## src/rtl/input_debouncer_if.sv

```systemverilog
// Bundle of the debouncer's per-channel pin, level, pulse and event signals.
// The slave side is the debouncer; the master side is whatever drives the raw
// pins and consumes the cleaned levels.
interface input_debouncer_if #(
  parameter int unsigned WIDTH = 2
);

  logic [WIDTH-1:0] raw_in;
  logic [WIDTH-1:0] db_out;
  logic [WIDTH-1:0] rise_pulse;
  logic [WIDTH-1:0] fall_pulse;
  logic [WIDTH-1:0] evt_clear;
  logic [WIDTH-1:0] evt_flags;
  logic             irq;

  modport slave (
    input  raw_in,
    input  evt_clear,
    output db_out,
    output rise_pulse,
    output fall_pulse,
    output evt_flags,
    output irq
  );

  modport master (
    output raw_in,
    output evt_clear,
    input  db_out,
    input  rise_pulse,
    input  fall_pulse,
    input  evt_flags,
    input  irq
  );

endinterface

```

## src/rtl/input_debouncer.sv

```systemverilog
// Per-channel synchronizer, debouncer and edge detector for board keys and
// switches. Each channel runs a 2-FF synchronizer, optional polarity
// inversion, and a stability counter that must see STABLE_CYCLES consecutive
// differing samples before the debounced level follows the input.
//
// Optional feature macro: DEBOUNCE_EVT_EN
//   defined   -> sticky press flags (evt_flags) with per-channel clear and a
//                registered irq = |evt_flags.
//   undefined -> evt_clear ignored, evt_flags and irq tied low, no flag flops.
module input_debouncer #(
  parameter int unsigned WIDTH         = 2,
  parameter int unsigned STABLE_CYCLES = 50000,
  parameter bit          INVERT        = 1'b1
) (
  input  logic             clk,
  input  logic             reset_n,
  input_debouncer_if.slave bus
);

  localparam int unsigned CNT_W = $clog2(STABLE_CYCLES + 1);

  // Final count value: the next differing sample after this one is accepted.
  localparam logic [CNT_W-1:0] CNT_LAST = CNT_W'(STABLE_CYCLES - 1);

  // Raw pin level of a released key / switch, and the XOR mask that maps it
  // to a normalised 0.
  localparam logic [WIDTH-1:0] REL_LVL = {WIDTH{INVERT}};

  logic [WIDTH-1:0]             sync1_q;
  logic [WIDTH-1:0]             sync2_q;
  logic [WIDTH-1:0]             norm_c;

  logic [WIDTH-1:0]             db_q;
  logic [WIDTH-1:0]             db_d;
  logic [WIDTH-1:0]             rise_q;
  logic [WIDTH-1:0]             rise_d;
  logic [WIDTH-1:0]             fall_q;
  logic [WIDTH-1:0]             fall_d;
  logic [WIDTH-1:0][CNT_W-1:0]  cnt_q;
  logic [WIDTH-1:0][CNT_W-1:0]  cnt_d;

  // Two-stage synchronizer; resets to the released pin level so that leaving
  // reset never looks like an edge.
  always_ff @(posedge clk or negedge reset_n) begin
    if (!reset_n) begin
      sync1_q <= REL_LVL;
      sync2_q <= REL_LVL;
    end else begin
      sync1_q <= bus.raw_in;
      sync2_q <= sync1_q;
    end
  end

  // Normalise polarity so that 1 always means asserted / pressed.
  assign norm_c = sync2_q ^ REL_LVL;

  // Per-channel acceptance decision: count consecutive differing samples,
  // restart on any bounce back, flip the level on the final one.
  always_comb begin
    db_d   = db_q;
    cnt_d  = cnt_q;
    rise_d = '0;
    fall_d = '0;
    for (int unsigned i = 0; i < WIDTH; i++) begin
      if (norm_c[i] == db_q[i]) begin
        cnt_d[i] = '0;
      end else if (cnt_q[i] >= CNT_LAST) begin
        db_d[i]   = norm_c[i];
        cnt_d[i]  = '0;
        rise_d[i] = norm_c[i];
        fall_d[i] = ~norm_c[i];
      end else begin
        cnt_d[i] = cnt_q[i] + CNT_W'(1);
      end
    end
  end

  // Debounced level, counters and edge pulses.
  always_ff @(posedge clk or negedge reset_n) begin
    if (!reset_n) begin
      db_q   <= '0;
      cnt_q  <= '0;
      rise_q <= '0;
      fall_q <= '0;
    end else begin
      db_q   <= db_d;
      cnt_q  <= cnt_d;
      rise_q <= rise_d;
      fall_q <= fall_d;
    end
  end

  assign bus.db_out     = db_q;
  assign bus.rise_pulse = rise_q;
  assign bus.fall_pulse = fall_q;

`ifdef DEBOUNCE_EVT_EN

  logic [WIDTH-1:0] flags_q;
  logic             irq_q;

  // Sticky press flags: a registered rise pulse sets, clear resets, set wins.
  // The interrupt follows the flags one cycle later.
  always_ff @(posedge clk or negedge reset_n) begin
    if (!reset_n) begin
      flags_q <= '0;
      irq_q   <= 1'b0;
    end else begin
      flags_q <= (flags_q & ~bus.evt_clear) | rise_q;
      irq_q   <= |flags_q;
    end
  end

  assign bus.evt_flags = flags_q;
  assign bus.irq       = irq_q;

`else

  // Event logic absent: clear input has no effect.
  logic unused_evt_clear;
  assign unused_evt_clear = ^bus.evt_clear;

  assign bus.evt_flags = '0;
  assign bus.irq       = 1'b0;

`endif

endmodule

```

## src/flat_wrapper.sv

```systemverilog
// flat-port wrapper written by rule: the top's interface ports become plain ports
module input_debouncer_flat 
#(
  parameter int unsigned WIDTH         = 2,
  parameter int unsigned STABLE_CYCLES = 50000,
  parameter bit          INVERT        = 1'b1
)
  (clk, reset_n, bus_raw_in, bus_evt_clear, bus_db_out, bus_rise_pulse, bus_fall_pulse, bus_evt_flags, bus_irq);
  input_debouncer_if #(.WIDTH(WIDTH)) bus_i ();
  input  logic clk;
  input  logic reset_n;
  input wire logic [$bits(bus_i.raw_in)-1:0] bus_raw_in;
  input wire logic [$bits(bus_i.evt_clear)-1:0] bus_evt_clear;
  output wire logic [$bits(bus_i.db_out)-1:0] bus_db_out;
  output wire logic [$bits(bus_i.rise_pulse)-1:0] bus_rise_pulse;
  output wire logic [$bits(bus_i.fall_pulse)-1:0] bus_fall_pulse;
  output wire logic [$bits(bus_i.evt_flags)-1:0] bus_evt_flags;
  output wire logic [$bits(bus_i.irq)-1:0] bus_irq;
  assign bus_i.raw_in = bus_raw_in;
  assign bus_i.evt_clear = bus_evt_clear;
  assign bus_db_out = bus_i.db_out;
  assign bus_rise_pulse = bus_i.rise_pulse;
  assign bus_fall_pulse = bus_i.fall_pulse;
  assign bus_evt_flags = bus_i.evt_flags;
  assign bus_irq = bus_i.irq;
  input_debouncer #(.WIDTH(WIDTH), .STABLE_CYCLES(STABLE_CYCLES), .INVERT(INVERT)) u_core (.clk(clk), .reset_n(reset_n), .bus(bus_i));
endmodule
```

## config.mk

```make
export PLATFORM = sky130hd
export DESIGN_NAME = input_debouncer_flat
export DESIGN_NICKNAME = d
export VERILOG_FILES = /design/src/rtl/input_debouncer_if.sv /design/src/rtl/input_debouncer.sv /design/src/flat_wrapper.sv
export SDC_FILE = /design/constraint.sdc
export NUM_CORES = 1
export LEC_CHECK = 0
export ABC_CLOCK_PERIOD_IN_PS = 2600
export CAP_MARGIN = 5
export CELL_PAD_IN_SITES_DETAIL_PLACEMENT = 0
export CELL_PAD_IN_SITES_GLOBAL_PLACEMENT = 1
export CORE_UTILIZATION = 45
export CTS_BUF_LIST = sky130_fd_sc_hd__clkbuf_8
export CTS_CLUSTER_SIZE = 25
export DETAILED_ROUTE_END_ITERATION = 8
export PLACE_DENSITY = 0.75
export RECOVER_POWER = 100
export SYNTH_ARGS = -nofsm -noshare
export SYNTH_HDL_FRONTEND = slang
export SYNTH_SLANG_ARGS = --single-unit
```

## constraint.sdc

```tcl
create_clock -name clk -period 2.6 [get_ports clk]
set_input_delay 0.39 -clock clk [delete_from_list [all_inputs] [get_ports clk]]
set_output_delay 0.39 -clock clk [all_outputs]
set_load 0.02 [all_outputs]
```

Word level (Yosys, flattened, before mapping)
Cells that the tools add are included.

Bits in registers: 42.

Bitwise logic cells: 5. Equal/unequal tests: 2. Add/subtract/negate cells: 2. Multiplexer cells: 12. Reductions and logical operators: 2. $lt $le $gt $ge: 2.

Operator list (number): 16-bit 2-to-1 mux (4); 16-bit by 1-bit adder with 16-bit output, second input constant (2); 16-bit >= comparator, second input constant (2); 1-bit 2-to-1 mux (8); 1-bit NOT (4); 2-bit AND reduction (2); 1-bit equality test (2); 2-bit NOT (1).

Logic depth before layout (Yosys ltp)
Depth after elaboration: 4. Mapped depth: 6. Mapped depth without buffers: 5.

Worst setup path after synthesis
Ideal clock, no wire load.

Path kind: register to register. Start point: reg u_core.cnt_q[0] (netlist name). End point: reg u_core.cnt_q[1] (netlist name). Setup slack: 1.079 ns. Stages on the path, launching flop included: 6. Arrival time: 1.401 ns. Buffers on the path: 0. Cell sequence: dfrtp_1 ha_1 nand3_1 a211o_1 and2_1 and3_1.

RTL lines: start, declared (line input_debouncer.sv:39) `logic [WIDTH-1:0][CNT_W-1:0] cnt_q;`; start signal, assigned (line input_debouncer.sv:87) `cnt_q <= cnt_d;`.

==> metrics.md <==
| Metric | Value |
|---|---|
| Status | `completed` |
| R2r startpoint | `u_core.cnt_q[0]$_DFF_PN0_` |
| CTS tree | `yes` |
| Post-synth EDFFs | `0` |
| Die area | `4522 um2` |
| Max FO, Critical Path | `15` |
| Clk slew on worst S/H paths | `0.08 ns` |
| Placeable core area | `4058 um2` |
| Pin count of the biggest net entering global routing | `43` |
| R2R Setup Slk | `0.65 ns` |
| Slew headroom | `0.4097` |
| Layout area overhead | `9.732%` |
| Reg2reg end | `u_core.cnt_q[11]$_DFF_PN0_` |
| Worst path required time | `2.76 ns` |
| Post-CTS setup buffer count | `0` |
| Post-Syn Area | `between 1500 and 2000 um2` |
| Worst Path Arrival | `2.10 ns` |
| Final setup skew | `about 0.0074 ns` |
| Sequential share of the synthesized area | `0.5513` |
| Dpl hpwl | `2266 um` |
| Clk_lat worst skew | `roughly 0.3 ns` |
| LEAKAGE | `approximately 0.86 nW` |
| Initial Util | `0.4721` |
| Ys flop type | `dfrtp_1` |
| Peak Freq | `0.5139 GHz` |
| Routed len/inst | `12.87 um` |
| Post-DRT Antenna Nets | `0` |
| Port bufs | `9` |
| First-pass GRT wire length | `5616 um` |
| CTS Sinks | `42` |
| Pwr Density | `approximately 540 nW/um2` |
| DRT Pass-1 Iters | `4` |
| Proportion of synthesized area in mux cells | `0` |
| # resized after CTS | `0` |
| Num CTS Buffers | `5` |
| Vias | `1311` |
| Initial antenna violation count | `0` |
| Worst R2R Path Depth | `5` |
| Final WL | `3231 um` |
| Async SR Flop Fraction | `1.000` |
| Clock Root Buffer | `clkbuf_8` |
| Crit path to | `u_core.cnt_q[11]$_DFF_PN0_` |
| Total power | `1.125 mW` |
| Vert. Die Dim | `67.25 um` |
| Simple-Gate Fraction of Synth Area | `0.2430` |
| Vias in the first global route | `1271` |
| Final #Nets | `about 210` |
| Seq cells post-synth | `42` |
| Post-CTS Hold Buffers | `0` |
| Hold Path Class | `in -> async` |
| Max-cap violations | `0` |
| 1st-iter DRT viols | `20` |
| Clock Path Buffers | `2` |
| Syn Area/Cell | `10.24 um2` |
| Ant. Diodes | `0` |
| Worst vdd ir | `0.3849 mV` |
| CP Capture Type | `flip-flop` |
| Final min period | `1.946 ns` |
| Final hold viol count | `0` |
| Placed cells | `around 240` |
| Final setup fails | `0` |
| Share of the synthesized area in the top cell type | `0.4964` |
| Placer congestion estimate | `0.8052` |
| Setup_tns | `0 ns` |
| Largest family of logic cells by synthesized area | `simple AND/OR/NAND/NOR gates` |
| Unique masters post-synth | `27` |
| RSZ-0062 raised after global routing | `false` |
| Post-Synth Adder-Cell Area | `0.01306` |
| Count of pins over their slew limit | `0` |
| DR DRC count | `0` |
| Via density | `roughly 5.2` |
| Post-synth top area cell | `dfrtp_1` |
| Post-Synth XOR/XNOR Area | `0.1234` |
| Critical path class | `reg -> reg` |
| Fin util | `0.5180` |
| Crit. Startpoint | `u_core.cnt_q[0]$_DFF_PN0_` |
| Gr usage total | `0.1723` |
| Worst setup SP type | `flip-flop` |
| Cells after Synth | `187` |
| Htree depth | `2` |
| # rows | `23` |
| Synth Area in Compound Gates | `0.03396` |
| Total grt overflow | `0` |
| Top post-synthesis cells by count | `nor2_1, dfrtp_1, xnor2_1` |
| Layout cells sized above 1 | `0.07463` |
| Area contributors post-synth | `dfrtp_1, xnor2_1, nor2_1, dfstp_2, nand3_1` |
| Ports | `15` |
| Count leader, synth | `nor2_1` |
| Yosys warning count | `0` |
| Period utilization | `0.7485` |
| Slew @ Worst Pin | `~0.89 ns` |
| Die Wd | `67.25 um` |
| Non-filler cells, final | `251` |
==> sequential cells by signal, indices dropped and copies added, names as in the netlist <==
signal,cells
u_core.bus.db_out,2
u_core.bus.fall_pulse,2
u_core.sync1_q,2
u_core.bus.rise_pulse,2
u_core.sync2_q,2
u_core.cnt_q,32
==> through the flow <==
stage / setup WS [ns] / area (um2) / hold slack [ns]
floorplan: 1.079 / 1923 / 0.09441
global placement: 0.8817 / 2026 / 0.3461
detailed placement: 0.8704 / 2026 / 0.3475
CTS: 0.8280 / 2112 / 0.2378
global route: 0.4564 / 2102 / 0.2821
finish: 0.6539 / 2102 / 0.2088
==> layout make-up <==
type,count,area [um2]
clock inverter,3,17.52
tap,50,62.56
multi-input combinational,137,793.3
inverter,5,18.77
clock buffer,5,68.82
timing repair buffer,9,85.08
fill,379,1956
sequential,42,1056
==> critical path: stages (launching register included) <==
cell,delay [ns]
dfrtp_1,0.40
ha_1,0.20
nand3_1,0.26
a211o_1,0.38
nand3_1,0.45
nor2_1,0.11
==> how the worst min path moves through the flow <==
stage	start	endpoint	slack, ns
final	reset_n	u_core.cnt_q[28]$_DFF_PN0_	0.21
after global routing	reset_n	u_core.cnt_q[31]$_DFF_PN0_	0.28
after CTS	reset_n	u_core.cnt_q[31]$_DFF_PN0_	0.24
after detailed placement	u_core.sync1_q[1]$_DFF_PN1_	u_core.sync2_q[1]$_DFF_PN1_	0.35
after global placement	u_core.sync1_q[1]$_DFF_PN1_	u_core.sync2_q[1]$_DFF_PN1_	0.35
after floorplan	reset_n	u_core.bus.db_out[0]$_DFFE_PN0P_	0.09
==> where the power goes <==
group	switching [mW]	internal, mW	total (mW)	leakage, nW
registers	0.0101	0.666	0.676	0.568
logic	0.0297	0.0113	0.0410	0.243
clock network	0.223	0.185	0.408	0.0493
==> kinds of logic after synthesis <==
logic type / Yosys count
AND/OR/NAND/NOR: 95
adder cells (fa/ha/maj): 2
XOR/XNOR: 27
flip-flops: 42
other: 1
buffers and inverters: 10
AO/OA/AOI/OAI: 10
==> layer usage <==
metal | vias up | global-route usage | share of wire
met2 | 18 | 0.2850 | 0.51
met4 | 0 | 0.07979 | 0.023
met5 | - | 0 | 0
met1 | 633 | 0.2017 | 0.43
li1 | 654 | - | -
met3 | 6 | 0.05574 | 0.036
==> placed cells by master, fill, tap and decap left out, drive strengths merged, types with 2 or more instances in the layout <==
cell type     n
nor4          8
xor2          3
clkbuf        5
inv           6
xnor2        24
ha            2
and2          2
dfrtp        38
nand4         4
clkinv        2
o21ai         3
and3          2
conb          3
o211ai        2
a31oi         2
nor2         39
or4           2
dfstp         4
a211o         2
nand2        11
nor3          9
dlygate4sd3   8
or3           2
nand3        15
No activity file was read; power rests on OpenSTA's default activity.
